`config.mk`:
```
export PLATFORM = sky130hd
export DESIGN_NAME = reg_feed_fifo
export DESIGN_NICKNAME = d
export VERILOG_FILES = /design/src/rtl/reg_feed_fifo.sv
export SDC_FILE = /design/constraint.sdc
export NUM_CORES = 1
export LEC_CHECK = 0
export ABC_AREA = 1
export CAP_MARGIN = 25
export CORE_AREA = 2 2 68 57
export CTS_CLUSTER_DIAMETER = 200
export DETAILED_ROUTE_END_ITERATION = 10
export DIE_AREA = 0 0 70 59
export DONT_BUFFER_PORTS = 1
export GPL_TIMING_DRIVEN = 0
export PLACE_DENSITY = 0.79
export SLEW_MARGIN = 20
export SYNTH_ARGS = -nofsm -noshare
export SYNTH_HDL_FRONTEND = slang
export SYNTH_SLANG_ARGS = --single-unit
```
`constraint.sdc`:
```
create_clock -name clk -period 5.7 [get_ports clk]
set_input_delay 0 -clock clk [delete_from_list [all_inputs] [get_ports clk]]
set_output_delay 0 -clock clk [all_outputs]
set_load 0.02 [all_outputs]
```
`src/rtl/reg_feed_fifo.sv`:
```
// reg_feed_fifo: small synchronous FIFO that feeds an 8-bit enabled register.
// Producer writes are buffered and replayed as a registered d bus plus a
// one-cycle ena pulse per entry. A downstream hold pauses delivery without
// losing data. There is no first-word fall-through: an entry written into an
// empty FIFO is delivered one edge later at the earliest.
//
// Optional feature: define REG_FEED_FIFO_OVF_EN to add a sticky ovf output.
// ovf sets when a write is dropped because the FIFO is full and nothing pops
// on that edge. When the macro is undefined, the ovf port does not exist and
// dropped writes are not reported.
module reg_feed_fifo #(
  parameter int WIDTH = 8,
  parameter int DEPTH = 4,
  parameter int AW    = 2
) (
  input  logic             clk,
  input  logic             rst,
  input  logic             wr_en,
  input  logic [WIDTH-1:0] wr_data,
  input  logic             hold,
  output logic             full,
  output logic             empty,
  output logic [AW:0]      count,
  output logic [WIDTH-1:0] d,
  output logic             ena
`ifdef REG_FEED_FIFO_OVF_EN
  ,
  output logic             ovf
`endif
);

  localparam logic [AW:0] FULL_CNT = (AW+1)'(DEPTH);

  logic [WIDTH-1:0] mem [DEPTH];
  logic [AW-1:0]    wr_ptr;
  logic [AW-1:0]    rd_ptr;
  logic             push;
  logic             pop;

  // Status flags come straight from the occupancy register.
  assign full  = (count == FULL_CNT);
  assign empty = (count == '0);

  // Handshake decode on pre-edge state; a pop frees a slot for a write to a full FIFO.
  always_comb begin
    // NOTE: combinational blocks use blocking '=' so each signal settles in one evaluation with no latch.
    pop  = !empty && !hold;
    push = wr_en && (!full || pop);
  end

  // Storage array: written on push, never cleared.
  always_ff @(posedge clk) begin
    // NOTE: the data array has no reset; the pointers and count alone decide which entries are valid.
    if (push) mem[wr_ptr] <= wr_data;
  end

  // Pointers and occupancy. A push together with a pop leaves count unchanged.
  always_ff @(posedge clk or negedge rst) begin
    // NOTE: sequential state uses non-blocking '<=' so every register samples pre-edge values.
    if (!rst) begin
      wr_ptr <= '0;
      rd_ptr <= '0;
      count  <= '0;
    end else begin
      if (push) wr_ptr <= wr_ptr + 1'b1;
      if (pop)  rd_ptr <= rd_ptr + 1'b1;
      case ({push, pop})
        2'b10:   count <= count + 1'b1;
        2'b01:   count <= count - 1'b1;
        default: count <= count;
      endcase
    end
  end

  // Output stage: load d and pulse ena on each pop. On other edges d keeps its value.
  always_ff @(posedge clk or negedge rst) begin
    if (!rst) begin
      d   <= '0;
      ena <= 1'b0;
    end else begin
      ena <= pop;
      if (pop) d <= mem[rd_ptr];
    end
  end

`ifdef REG_FEED_FIFO_OVF_EN
  // Sticky overflow flag: a write request that is not accepted sets it. Only reset clears it.
  always_ff @(posedge clk or negedge rst) begin
    if (!rst)              ovf <= 1'b0;
    else if (wr_en && !push) ovf <= 1'b1;
  end
`endif

endmodule

```
== Yosys cells after proc, flatten, opt, wreduce, memory -nomap -nowiden ==
Memory sizes are Yosys's and may differ from the RTL's. A register that Yosys moved wholly into a read port is not among the register bits.
Index checks and enable logic that the tools add are counted.

* Output and inout port bits: 14
* Register bits: 8
* Logic and storage cells: 24
* Memories: 1
* Input bits: 12
* RAM bits: 32

{| class="wikitable"
|+ Memory list
! memory !! depth !! bits a word !! rd ports !! clocked after memory_dff !! wr ports !! RTL line !! RTL
|-
| mem || 4 || 8 || 1 || 1 || 1 || 34 || <nowiki>logic [WIDTH-1:0] mem [DEPTH];</nowiki>
|}

* Equality and inequality tests: 3
* Reductions and logical operators: 9
* Mux-type cells: 3
* Add/sub/neg operators: 4

{| class="wikitable"
|+ Operators with widths
! cell !! count
|-
| one-hot mux 3 bit (2 select lines) || 1
|-
| adder 2 x 1 -> 2 bit (second input constant) || 2
|-
| logical NOT 1 bit || 4
|-
| adder 3 x 1 -> 3 bit (second input constant) || 1
|-
| == test 3 bit (second input constant) || 1
|-
| logical NOT 3 bit || 1
|-
| subtractor 3 x 1 -> 3 bit (second input constant) || 1
|-
| == test 2 x 1 -> 1 bit (second input constant) || 1
|-
| == test 2 bit (second input constant) || 1
|-
| logical AND 1 bit || 2
|-
| two-way mux 1 bit || 2
|-
| nonzero test 2 bit || 1
|-
| logical OR 1 bit || 1
|}

== Logic depth before layout (Yosys ltp) ==
* Depth after elaboration: 7
* Gate-level depth with buffers: 10
* Gate-level depth less buffers: 10

== Least setup slack after synthesis ==
OpenSTA, ideal clock, no wires.

* Kind: reg-to-reg
* Start: register count[0]
* End: register count[2]
* Data required time: 5.577 ns
* Path buffers: 0
* Data arrival time: 1.869 ns
* Cell stages (with the launch flop): 10
* Period minus slack after synthesis: 1.992 ns
* Path slack: 3.708 ns
* Library setup time: 0.123 ns
* Path through: dfrtp_1 > nor2_2 > nand3_1 > nand2_4 > ha_1 > inv_1 > fa_1 > nand2_1 > nand3_1 > xor2_1

* Longest elaborated chain between the ends: 7
* Elaborated cells on any way between the ends: 13
* Those cells by class: 2 x add/sub; 3 x eq/ne; 1 x mux; 7 x reduce/logical

{| class="wikitable"
|+ RTL lines
! item !! RTL line !! RTL
|-
| start, declared || 23 || <nowiki>output logic [AW:0] count,</nowiki>
|-
| start signal, assigned || 68 || <nowiki>2'b10: count <= count + 1'b1;</nowiki>
|-
| start signal, assigned || 69 || <nowiki>2'b01: count <= count - 1'b1;</nowiki>
|-
| start signal, assigned || 70 || <nowiki>default: count <= count;</nowiki>
|-
| logical NOT 3 bit || 42 || <nowiki>assign empty = (count == '0);</nowiki>
|-
| logical NOT 1 bit || 47 || <nowiki>pop = !empty && !hold;</nowiki>
|-
| logical AND 1 bit || 47 ||
|-
| logical OR 1 bit || 48 || <nowiki>push = wr_en && (!full || pop);</nowiki>
|-
| logical AND 1 bit || 48 ||
|-
| == test 2 x 1 -> 1 bit or == test 2 bit (tied branches) || 67 || <nowiki>case ({push, pop})</nowiki>
|-
| one-hot mux 3 bit (2 select lines) or nonzero test 2 bit (tied branches) || n/a ||
|}

Several ways; a longest one is shown, not always the timed one.
A chain may end at the register's enable or synchronous reset.

== Worst setup path after layout ==
Ends and elaborated chain as after synthesis.

==> impl_metrics.tcl <==
set metrics [dict create \
    run_status "complete, no violations" \
    leakagePower_nw 1.16 \
    num_rows 19 \
    global_route.usage.total_pct 20.3 \
    crit_start "count[0]" \
    yosysMostFrequentCell "nand2_1" \
    syn_to_final_growth_pct 11.3 \
    post_route_total_power_w 0.00116 \
    coreArea_um2 3380 \
    fin_nets 252 \
    synth_area_um2 2160 \
    p_comb_share_pct 34.2 \
    rrSetupSlack_ns 3.51 \
    synth.distinct_cells 20 \
    finalSetupTns_ns 0 \
    syn-instance-count 216 \
    grt_start_max_net_pins 17 \
    cts-root-to-sink-buffers 2 \
    regToRegStartpoint "count[0]" \
    layout_setup_ws_ns 3.51 \
    slew_headroom_pct 45.3 \
    net_switching_share_of_the_total_power_pct 40.1 \
    clock_tree.htree_level_count 2 \
    crit_path_start_kind "register" \
    grt_first_pass_wirelength_um 5930 \
    n_fill_cell 250 \
    maximum_resistive_drop_on_vdd_mv 0.301 \
    vias 1358 \
    avgSynthCellArea_um2 9.98 \
    cts-root-buf "clkbuf_8" \
    endpoint_kind "register" \
    synth_area_leaders "edfxtp_1, dfrtp_1, nand2_1" \
    cell_internal_power_dissipation_w 0.000698 \
    arrival_time_of_the_worst_setup_path_ns 2.37 \
    io_pins 26 \
    place.gp.congestion 0.709 \
    post-route-period-util_pct 38.4 \
    tritoncts "done" \
    worst-path-max-fanout 7 \
    ys_warn_count 0 \
    postRouteWirelength_um 3650 \
    finalClockSkew_ns 0.0101 \
    numPortBuffers 0 \
    synthesis.nets 234 \
    critical_path_required_ns 5.89 \
    fraction_of_layout_instances_using_a_drive_strength_above_1_pct 7.66 \
    report.final.slew_viol_count 0 \
    min-delay-start "hold" \
    die_w_um 70 \
    grt_antenna_before_repair 0 \
    cts-buffers-inserted 5 \
    rsz0062_at_grt "no" \
    synth_edf_count 32 \
    portion_of_total_power_attributed_to_the_clock_network_pct 16.2 \
    p_seq_share_pct 49.6 \
    vias_per_cell 4.90 \
    synthFlopType "edfxtp_1" \
    cellPowerDensity_nw_per_um2 485 \
    detail_route.first_pass.iterations 4 \
    first_global_vias 1186 \
    drc 0 \
    drtIter0Drc 121 \
    clock_insertion_delay_worst_skew_ns 0.30 \
    synthDominantCellAreaShare_pct 44.6 \
    wl_per_cell_um 13.2 \
    synth.yosys.seq_area_share_pct 63.1 \
    postSynthRegisterBits 48 \
    die_area_um2 4130 \
    grt_remaining_overflow 0 \
    drtAntennaViolNets 0 \
    most_area_hungry_cell_type_in_the_yosys_netlist "edfxtp_1" \
    numClockSinks 48 \
    switchingPower_w 0.000467 \
    cap_violations 0 \
    final.min_clock_period_ns 2.19 \
    start_util_pct 63.9 \
    synthTopCellsByCount "nand2_1, inv_1, edfxtp_1, nand3_1, dfrtp_1" \
    worst_hold_path_type "in2reg" \
    fmax_ghz 0.457 \
    detailedPlacementHpwl_um 2340 \
    finalHoldViolations 0 \
    asyncSetResetFlopFracSynth_pct 33.3 \
    worstMarginPinSlew_ns 0.818 \
    post_cts_resize_count 0 \
    clkSlewWorstSetupHoldPaths_ns 0.08 \
    critPathKind "reg2reg" \
    final-setup-viol-count 0 \
    die_height_um 59 \
    pre_cts_ws_ns 3.50 \
    insertedDiodeCount 0 \
]
==> worst max-delay path, cell delays in order, from the launching register on <==
cell     delay, ns
dfrtp_1       0.49
nor2_2        0.25
nand3_1       0.23
nand2_4       0.17
ha_1          0.17
inv_1         0.06
fa_1          0.37
nand2_1       0.08
nand3_1       0.10
xor2_1        0.15
==> metal layers <==
layer  GRT usage, %  vias up  wire (um)
met5              0        -          0
met4           6.87        0         47
li1               -      695          -
met1           25.1      623       1610
met2           33.9       35       1720
met3           7.48        5        268
==> sequential cells by signal (all words and copies together), names as in the netlist <==
name / cells
rd_ptr: 2
count: 3
mem: 32
d: 8
ena: 1
wr_ptr: 2
==> worst paths after layout <==
check	endpoint	depth (start not counted)
worst min register to register	wr_ptr[1]	2
min in group asynchronous	d[6]	1
worst min-delay path	d[1]	3
max in group asynchronous	d[5]	1
worst max register to register	count[2]	9
worst max-delay path	count[2]	9
==> cells by family (layout without fill, tap and decap cells) <==
kind of cell	after synthesis	after routing	synth area share (%)
AND/OR/NAND/NOR	103	103	19.6
buffers and inverters	52	71	10.2
flip-flops	48	48	63.1
adder cells (fa/ha/maj)	6	6	3.83
AO/OA/AOI/OAI	4	4	2.09
XOR/XNOR	3	3	1.22
==> placed cells by master (no fill, tap or decap) <==
cell and count:
nand2_1 75, inv_1 43, edfxtp_1 32, nand3_1 20, dfrtp_1 16, dlygate4sd3_1 11, nor2_1 6, ha_1 5
clkbuf_8 5, inv_2 3, buf_6 2, buf_4 2, o21ai_0 2, xor2_1 2, clkbuf_1 2, nor2_2 1
a21oi_4 1, nand2_4 1, buf_2 1, clkinv_1 1, o21bai_4 1, xnor2_1 1, fa_1 1, clkinv_2 1
==> power groups by stage <==
stage	clock network, W	registers (W)	logic (W)
after detailed placement	0	0.000586	0.000388
after global routing	0.000209	0.000589	0.000457
after global placement	0	0.000584	0.000381
after CTS	0.000196	0.000579	0.000401
final	0.000188	0.000577	0.000399
after floorplan	0	0.000573	0.000310
==> through the flow <==
stage / instance area [um^2] / hold slack [ns] / util, % / cells
floorplan: 2160 / -0.296 / - / 216
global placement: 2210 / -0.295 / 65.4 / 258
global route: 2400 / 0.0182 / 71.1 / 277
finish: 2400 / 0.0145 / 71.1 / 277
CTS: 2400 / 0.0124 / 71.1 / 277
detailed placement: 2210 / -0.295 / 65.4 / 258
==> layout make-up <==
class / count / area [um^2] / share of cell area [%]
Buffer: 5 / 42.5 / 1.77
Clock buffer: 7 / 76.3 / 3.18
Clock inverter: 1 / 5.00 / 0.209
Inverter: 47 / 176 / 7.35
Multi-Input combinational cell: 116 / 576 / 24.0
Sequential cell: 48 / 1360 / 56.7
Tap cell: 42 / 52.6 / 2.19
Timing Repair Buffer: 11 / 110 / 4.59
==> timing repair <==
item	4_1_cts	5_1_grt
setup buffers	0	0
hold endpoints to repair	61	0
hold buffers	11	0
(Power assumes the default switching activity.)
